<file path="src/rtl/lc4_pkg.sv">
// Shared LC4 definitions: opcode encodings, reset defaults and NZP bit positions.
package lc4_pkg;

    localparam logic [3:0] OP_BR      = 4'b0000;
    localparam logic [3:0] OP_ARITH   = 4'b0001;
    localparam logic [3:0] OP_CMP     = 4'b0010;
    localparam logic [3:0] OP_JSR     = 4'b0100;
    localparam logic [3:0] OP_LOGIC   = 4'b0101;
    localparam logic [3:0] OP_LDR     = 4'b0110;
    localparam logic [3:0] OP_STR     = 4'b0111;
    localparam logic [3:0] OP_RTI     = 4'b1000;
    localparam logic [3:0] OP_CONST   = 4'b1001;
    localparam logic [3:0] OP_SHIFT   = 4'b1010;
    localparam logic [3:0] OP_JMP     = 4'b1100;
    localparam logic [3:0] OP_HICONST = 4'b1101;
    localparam logic [3:0] OP_TRAP    = 4'b1111;

    localparam logic [15:0] RESET_PC_DEFAULT  = 16'h8200;
    localparam logic [2:0]  NZP_RESET_DEFAULT = 3'b010;

    // Bit positions inside the {N,Z,P} vector.
    typedef enum logic [1:0] {
        NZP_P = 2'd0,
        NZP_Z = 2'd1,
        NZP_N = 2'd2
    } nzp_bit_e;

endpackage

</file>
<file path="src/rtl/lc4_nzp_gen.sv">
// Classifies a 16-bit two's-complement value into a one-hot {N,Z,P} code.
module lc4_nzp_gen
    import lc4_pkg::*;
(
    input  logic [15:0] data,
    output logic [2:0]  nzp
);

    always_comb begin
        nzp = 3'b000;
        if (data[15])
            nzp[NZP_N] = 1'b1;
        else if (data == 16'h0000)
            nzp[NZP_Z] = 1'b1;
        else
            nzp[NZP_P] = 1'b1;
    end

endmodule

</file>
<file path="src/rtl/lc4_writeback.sv">
// LC4 writeback/commit stage: registers the regfile write, NZP, branch outcome and next PC.
module lc4_writeback
    import lc4_pkg::*;
#(
    parameter logic [15:0] RESET_PC  = RESET_PC_DEFAULT,
    parameter logic [2:0]  NZP_RESET = NZP_RESET_DEFAULT
) (
    input  logic        clk,
    input  logic        rst,
    input  logic        gwe,
    input  logic        i_valid,
    input  logic [15:0] i_insn,
    input  logic [15:0] i_pc,
    input  logic [15:0] i_alu_result,
    input  logic [15:0] i_dmem_data,
    output logic        o_valid,
    output logic        o_rd_we,
    output logic [2:0]  o_rd_sel,
    output logic [15:0] o_rd_data,
    output logic        o_nzp_we,
    output logic [2:0]  o_nzp,
    output logic        o_branch_taken,
    output logic [15:0] o_pc,
    output logic        o_illegal
);

    logic [3:0]  opcode;
    logic [15:0] pc1;
    logic [15:0] wb_data;
    logic [2:0]  wb_rd;
    logic        wb_we;
    logic        nzp_we;
    logic        illegal;
    logic [15:0] next_pc;
    logic [2:0]  new_nzp;

    // Immediate/offset fields were already consumed by the ALU.
    logic unused_insn_bits;
    assign unused_insn_bits = ^i_insn[8:0];

    assign opcode = i_insn[15:12];
    assign pc1    = i_pc + 16'd1;

    always_comb begin
        wb_data = i_alu_result;
        wb_rd   = i_insn[11:9];
        wb_we   = 1'b0;
        nzp_we  = 1'b0;
        illegal = 1'b0;
        next_pc = pc1;
        case (opcode)
            OP_ARITH, OP_LOGIC, OP_CONST, OP_SHIFT, OP_HICONST: begin
                wb_we  = 1'b1;
                nzp_we = 1'b1;
            end
            OP_LDR: begin
                wb_data = i_dmem_data;
                wb_we   = 1'b1;
                nzp_we  = 1'b1;
            end
            OP_JSR, OP_TRAP: begin
                wb_data = pc1;
                wb_rd   = 3'd7;
                wb_we   = 1'b1;
                nzp_we  = 1'b1;
                next_pc = i_alu_result;
            end
            OP_CMP: begin
                nzp_we = 1'b1;
            end
            OP_STR: begin
            end
            OP_RTI, OP_JMP: begin
                next_pc = i_alu_result;
            end
            // Branch tests the NZP currently held, i.e. the previous commit's result.
            OP_BR: begin
                if (|(i_insn[11:9] & o_nzp))
                    next_pc = i_alu_result;
            end
            default: begin
                illegal = 1'b1;
            end
        endcase
    end

    lc4_nzp_gen u_nzp_gen (
        .data (wb_data),
        .nzp  (new_nzp)
    );

    always_ff @(posedge clk) begin
        if (rst) begin
            o_valid        <= 1'b0;
            o_rd_we        <= 1'b0;
            o_rd_sel       <= 3'd0;
            o_rd_data      <= 16'h0000;
            o_nzp_we       <= 1'b0;
            o_nzp          <= NZP_RESET;
            o_branch_taken <= 1'b0;
            o_pc           <= RESET_PC;
            o_illegal      <= 1'b0;
        end else if (gwe) begin
            o_valid <= i_valid;
            if (i_valid) begin
                o_rd_we        <= wb_we;
                o_rd_sel       <= wb_rd;
                o_rd_data      <= wb_data;
                o_nzp_we       <= nzp_we;
                o_branch_taken <= (next_pc != pc1);
                o_pc           <= next_pc;
                o_illegal      <= illegal;
                if (nzp_we)
                    o_nzp <= new_nzp;
            end else begin
                o_rd_we        <= 1'b0;
                o_nzp_we       <= 1'b0;
                o_branch_taken <= 1'b0;
                o_illegal      <= 1'b0;
            end
        end
    end

endmodule

</file>
<file path="config.mk">
export PLATFORM = sky130hd
export DESIGN_NAME = lc4_writeback
export DESIGN_NICKNAME = d
export VERILOG_FILES = /design/src/rtl/lc4_pkg.sv /design/src/rtl/lc4_nzp_gen.sv /design/src/rtl/lc4_writeback.sv
export SDC_FILE = /design/constraint.sdc
export NUM_CORES = 1
export LEC_CHECK = 0
export CORE_MARGIN = 3
export CORE_UTILIZATION = 30
export CTS_CLUSTER_DIAMETER = 60
export CTS_CLUSTER_SIZE = 16
export DETAILED_ROUTE_END_ITERATION = 6
export PLACE_DENSITY = 0.56
export SKIP_CTS_REPAIR_TIMING = 1
export SYNTH_ARGS = -nofsm -noshare
export SYNTH_HDL_FRONTEND = slang
export SYNTH_SLANG_ARGS = --single-unit
</file>
<file path="constraint.sdc">
create_clock -name clk -period 5.2 [get_ports clk]
set_input_delay 1.3 -clock clk [delete_from_list [all_inputs] [get_ports clk]]
set_output_delay 1.3 -clock clk [all_outputs]
set_load 0.02 [all_outputs]
</file>
==> run metrics, run 1 <==
status completed; pin count of the biggest net entering global routing 47; DRT Pass-1 Iters 6; final worst-path cycle share between 70 and 80%; Pins Over Slew Limit 0; Cell Area, Synth roughly 0.0028 mm^2; CP required about 5.5 ns; Power Density roughly 220 mW/mm^2; worst slew pin tran 1.02 ns; CP max stage delay 0.71 ns; die width approximately 100 um; ratio of cells with drive above 1 in the final layout 4.15%; FMAX about 260 MHz; worst hold slack between 0.4 and 0.5 ns; vias in the first global route between 2000 and 3000; Post-Syn Area per Cell 7.91 um^2; crit-path cells clkdlybuf4s50_1 -> and4_1 -> and4_4 -> xor2_1 -> a222oi_1 -> nand2_1 -> nor4_1 -> a211o_1; Setup crit end kind flop; max-cap violation count 0; # setup viols final 0; power share of the sequential group a little over two fifths; unrepaired setup endpoints after global routing false; combinational power share a little under a third; DP Area 0.00381 mm^2; area fraction in compound gates after synthesis 26.7%; most frequent cells in the layout clkdlybuf4s50_1, dfxtp_1, nor2_1; routed wire length ~9500 um; core area a little under 0.009 mm^2; Clock Skew around 0.0054 ns; Max Buffers Root-to-Sink 2; slowest stage cell, crit path clkdlybuf4s50_1; Int Pwr about 0.00057 W; FP Rows 34; DR iter-0 viols 221; syn_nets 418; Post-Synth XOR/XNOR Area slightly above 9%; Layout area overhead 41.0%; Synth Instances roughly 350; Buffers on Ports between 100 and 150; Pleak 1.41 nW; via/cell ratio around 5.5; Synth Area in Simple Gates 22.3%; Buf/Inv on CP 1; Rel. slew slack approximately a third; initial antenna violation count 0; Post-synth ARST share 0%; gr ovfl total 0; Arr. time, crit path around 4.2 ns; DRC 0; Layout Nets between 500 and 600; Sw Pwr approximately 0.00027 W; critical path's top delay family simple AND/OR/NAND/NOR gates; Tot Pwr about 0.00084 W; commonest non-fill, non-tap cell in the layout clkdlybuf4s50_1; Final Cell Area between 0.003 and 0.004 mm^2; TritonCTS clock tree built; htree depth 2; adder-cell area share of the yosys netlist 0.453%; Die Area 0.0104 mm^2; clock share of power approximately a quarter; Die Y just over 100 um; sequential area share after synthesis between 30 and 40%; Starting Density between 30% and 40%; IO Count 111; critical path class input port to flop; post-DP HPWL 7310 um; GPL Wtd Cong about 0.9; Filler cells just over 900; switch share approximately a third; GRT Total Usage between 15 and 20%; CTS buffer count 5; Worst setup SP type input port; post-route ant nets 0; clock sink count 43; Hold WC Path Type flop to flop; first-pass GRT wire length 14600 um; Yosys cell types 51; Max VDD drop about 0.000094 V; CTS clk-pin slew, worst paths around 0.080 ns; largest family of logic cells by synthesized area compound AO/OA/AOI/OAI gates; setup TNS 0 ns; Synth Flop Type dfxtp_1; Yosys reg bits 43; Root Driver clkbuf_8; Yosys warnings 0; Post-synth EDFFs 0; wire length per cell around 18 um; DR vias between 2000 and 3000; crit path time final 3.92 ns; Final Hold Viols 0; CP max FO 12; multiplexer share of the synthesized area under 10%; Antenna diodes 0; clk_lat worst skew 0.29 ns
## routing by layer
layer	track usage, %	wire [um]	share of wire, %
met5	0	0	0
met1	26.9	4460	47
met2	27.3	4140	43
met3	2.53	738	7.8
met4	5.05	186	2.0
## registers in the layout (all words and copies together) (netlist names)
signal,cells
o_nzp_we,1
o_branch_taken,1
o_rd_we,1
o_valid,1
o_nzp,3
o_rd_sel,3
o_rd_data,16
o_pc,16
o_illegal,1
## power groups by stage
stage          registers [W]  logic (W)  clock network, W
3_5_place_dp        0.000368   0.000265                 0
5_1_grt             0.000363   0.000290          0.000233
2_1_floorplan       0.000391   0.000115                 0
4_1_cts             0.000361   0.000266          0.000219
6_report            0.000360   0.000267          0.000214
3_3_place_gp        0.000368   0.000263                 0
## worst reg2reg max path, stage by stage (launching register included)
cell and delay [ns]:
dfxtp_1 0.33, a22o_1 0.21, a2111oi_0 0.36, o31a_1 0.74, buf_4 0.27, nor2_1 0.04
a211oi_1 0.21, a21oi_1 0.07, nor2_1 0.11
## Yosys cell counts (all sizes together), types with 2 or more instances
master | instances | area share [%]
o21ai | 16 | 3.2
nor4 | 4 | 0.91
nor3 | 8 | 1.4
a221oi | 2 | 0.63
nor3b | 2 | 0.54
a31oi | 3 | 0.68
a21oi | 25 | 4.5
dfxtp | 43 | 31
a222oi | 7 | 2.5
a211oi | 20 | 5.4
xor2 | 11 | 3.5
and4 | 6 | 2.1
mux2i | 11 | 4.0
clkbuf | 16 | 2.2
nor2 | 41 | 5.6
and3 | 9 | 2.2
nand4 | 4 | 0.91
buf | 13 | 3.0
inv | 7 | 0.95
nand3b | 2 | 0.54
nand2b | 2 | 0.45
nand3 | 11 | 2.0
or4 | 2 | 0.54
o21a | 5 | 1.4
nand2 | 25 | 3.4
o211ai | 7 | 1.9
a22o | 3 | 0.95
xnor2 | 18 | 5.7
a22oi | 4 | 1.1
and2 | 5 | 1.1
a2111oi | 3 | 0.95
## logic make-up (layout without fill, tap and decap cells)
| logic type | count (synthesis) | in the layout |
|---|---|---|
| compound gates | 106 | 106 |
| flops | 43 | 43 |
| fa+ha+maj | 1 | 1 |
| mux | 11 | 11 |
| simple gates | 123 | 123 |
| xor+xnor | 29 | 29 |
| buf+inv | 36 | 121 |
## final timing paths
| path | slack [ns] | cells after the start | to | from |
|---|---|---|---|---|
| max reg2reg | 2.78 | 8 | o_pc[14] | o_nzp[0] |
| min | 0.46 | 2 | o_pc[10] | o_pc[10] |
| min reg2reg | 0.46 | 2 | o_pc[10] | o_pc[10] |
| max | 1.28 | 8 | o_nzp[1] | i_pc[4] |
## layout make-up
class | count | area (um^2) | share of cell area [%]
clock buffer | 6 | 72.6 | 1.86
clock inverter | 2 | 12.5 | 0.321
inverter | 7 | 26.3 | 0.675
multi-input combinational | 270 | 1740 | 44.6
sequential | 43 | 861 | 22.1
tap | 108 | 135 | 3.47
timing repair buffer | 106 | 1050 | 26.9
## stage by stage
step	util, %	worst slack, ns	cells
floorplan	-	2.17	349
global placement	43.0	0.996	534
detailed placement	43.0	0.999	534
CTS	44.0	1.32	542
global route	44.0	1.10	542
finish	44.0	1.28	542
Power figures use the tool's default switching activity.
==> run 2: changes to the inputs <==
--- a/config.mk
+++ b/config.mk
@@ -10,7 +10,7 @@
 export CTS_CLUSTER_DIAMETER = 60
 export CTS_CLUSTER_SIZE = 16
 export DETAILED_ROUTE_END_ITERATION = 6
-export PLACE_DENSITY = 0.56
+export PLACE_DENSITY = 0.58
 export SKIP_CTS_REPAIR_TIMING = 1
 export SYNTH_ARGS = -nofsm -noshare
 export SYNTH_HDL_FRONTEND = slang
==> constraint.sdc (replaced) <==
create_clock -name clk -period 3.55 [get_ports clk]
set_input_delay 0.8875 -clock clk [delete_from_list [all_inputs] [get_ports clk]]
set_output_delay 0.8875 -clock clk [all_outputs]
set_load 0.02 [all_outputs]
==> run 2 against run 1 <==
Effect of this change: via count is 3.1% higher; die area did not move; register-to-register slack got worse by 1.2 ns; worst setup slack lost 0.79 ns; critical path type unchanged; cell count increased by 3.9%; largest power group unchanged; clock power rose by 46%; global-route usage increased by 0.15 points; sequential share of layout area fell by 0.99 points; flip-flop and latch count unchanged; critical path depth is 1 higher; worst hold slack worse by 0.0033 ns.
==> run metrics, run 2 (synthesis gave the netlist of run 1 again) <==
Max VDD drop 0.000141 V (+49%); GPL Wtd Cong 0.978 (+6.6%); Setup WS post-layout 0.494 ns (-0.785 ns); CTS clk-pin slew, worst paths 0.09 ns (about the same); post-DP HPWL 7660 um (+4.8%); TritonCTS clock tree built; biggest regs o_pc: 16 flops, o_rd_data: 16 flops; Max Buffers Root-to-Sink 2 (unchanged); Root Driver clkbuf_8; Storage cell area 861 um^2 (unchanged); DRC 0 (unchanged); CP max stage delay 0.57 ns (-0.14 ns); Filler cells 908 (+0.22%); final worst-path cycle share between 80% and 90%; setup TNS 0 ns (unchanged); Hold WC Path Type flop to flop; DR vias 3053 (+3.1%); # setup viols final 0 (unchanged); CP max FO 6 (-6); clock sink count 43 (unchanged); GRT Total Usage 18.2% (+0.15 points); DP Worst Slack 0.210 ns (-0.789 ns); CTS buffer count 5 (unchanged); worst slew pin tran 0.870 ns (-0.145 ns); initial antenna violation count 0 (unchanged); ratio of cells with drive above 1 in the final layout 8.57% (+4.4 points); first-pass GRT wire length 14800 um (+0.90%); most frequent cells in the layout clkdlybuf4s50_1, dfxtp_1, nor2_1; vias in the first global route 2832 (+2.7%); htree depth 2 (unchanged); area occupied by multi-input gates 0.00174 mm^2 (unchanged); Antenna diodes 0 (unchanged); Worst setup SP type input port; Layout area overhead 47.6%; gr ovfl total 0 (unchanged); worst hold slack 0.456 ns (-0.00335 ns); Arr. time, crit path 3.30 ns (-0.87 ns); Starting Density 31.2% (unchanged); DR iter-0 viols 198 (-10%); Layout Nets 523 (+4.2%); Setup crit end kind flop; core area 0.00885 mm^2 (unchanged); FP Rows 34 (unchanged); commonest non-fill, non-tap cell in the layout clkdlybuf4s50_1; Pins Over Slew Limit 0 (unchanged); Post-Place Cells 555 (+3.9%); Buffers on Ports 101 (unchanged); crit-path cells clkdlybuf4s50_1 -> and4_1 -> buf_4 -> nand3_1 -> xnor2_1 -> a222oi_1 -> nand3_1 -> nor4_1 -> a211o_1; wire length per cell 17.2 um (-2.2%); crit path time final roughly 3.1 ns; Power Density 308 mW/mm^2 (+42%); DP Area 0.00399 mm^2 (+4.8%); IO Count 111 (unchanged); Final Hold Viols 0 (unchanged); routed wire length 9670 um (+1.6%); fin cells 563 (+3.9%); via/cell ratio 5.42 (-0.77%); slowest stage cell, crit path clkdlybuf4s50_1; clk_lat worst skew 0.29 ns (about the same); unrepaired setup endpoints after global routing false; status completed; CP required 3.80 ns (-1.65 ns); Clock Skew 0.00537 ns (-0.0000816 ns); FMAX ~330 MHz; Die Y 102 um (unchanged); Pleak 1.52 nW (+7.7%); max-cap violation count 0 (unchanged); DRT Pass-1 Iters 5 (-1); Die Area 0.0104 mm^2 (unchanged); Rel. slew slack 41.9% (+9.7 points); post-route ant nets 0 (unchanged); Final Cell Area 0.00408 mm^2 (+4.7%); CP dominant cell by count nand3_1; die width 102 um (unchanged); pin count of the biggest net entering global routing 46 (-2.1%); critical path class input port to flop
## run 2: worst max-delay path: cells and delay by family
kind,cells,cell delay (ns)
compound gates,2,0.58
buf+inv,2,0.75
simple gates,4,0.88
xor+xnor,1,0.21
## run 2: final timing paths
| path | start | to | slack (ns) | cells past startpoint |
|---|---|---|---|---|
| max | i_pc[7] | o_nzp[1] | 0.49 | 9 |
| min | o_pc[10] | o_pc[10] | 0.46 | 2 |
| min reg2reg | o_pc[10] | o_pc[10] | 0.46 | 2 |
| max reg2reg | o_nzp[0] | o_pc[8] | 1.59 | 7 |
## run 2: stage by stage
stage          power (W)  utilization [%]
2_1_floorplan   0.000742                -
3_3_place_gp    0.000945             45.1
3_5_place_dp    0.000951             45.1
4_1_cts          0.00126             46.1
5_1_grt          0.00131             46.1
6_report         0.00125             46.1
## run 2: area by class of cell
type	instances	share of cell area [%]
multi-input combinational	270	42.6
timing repair buffer	127	30.2
sequential	43	21.1
tap	108	3.32
clock buffer	6	1.78
inverter	7	0.645
clock inverter	2	0.307
## run 2: power by group
group	switching (W)	internal, W	total, W
logic	0.000209	0.000204	0.000412
clock network	0.000175	0.000138	0.000312
registers	0.0000173	0.000512	0.000529
## run 2: metal layers
metal	vias to the layer above	wire (um)	track usage, %
li1	1511	-	-
met1	1433	4530	25.5
met2	103	4510	29.3
met3	6	533	2.53
met4	0	99	5.35
met5	-	0	0
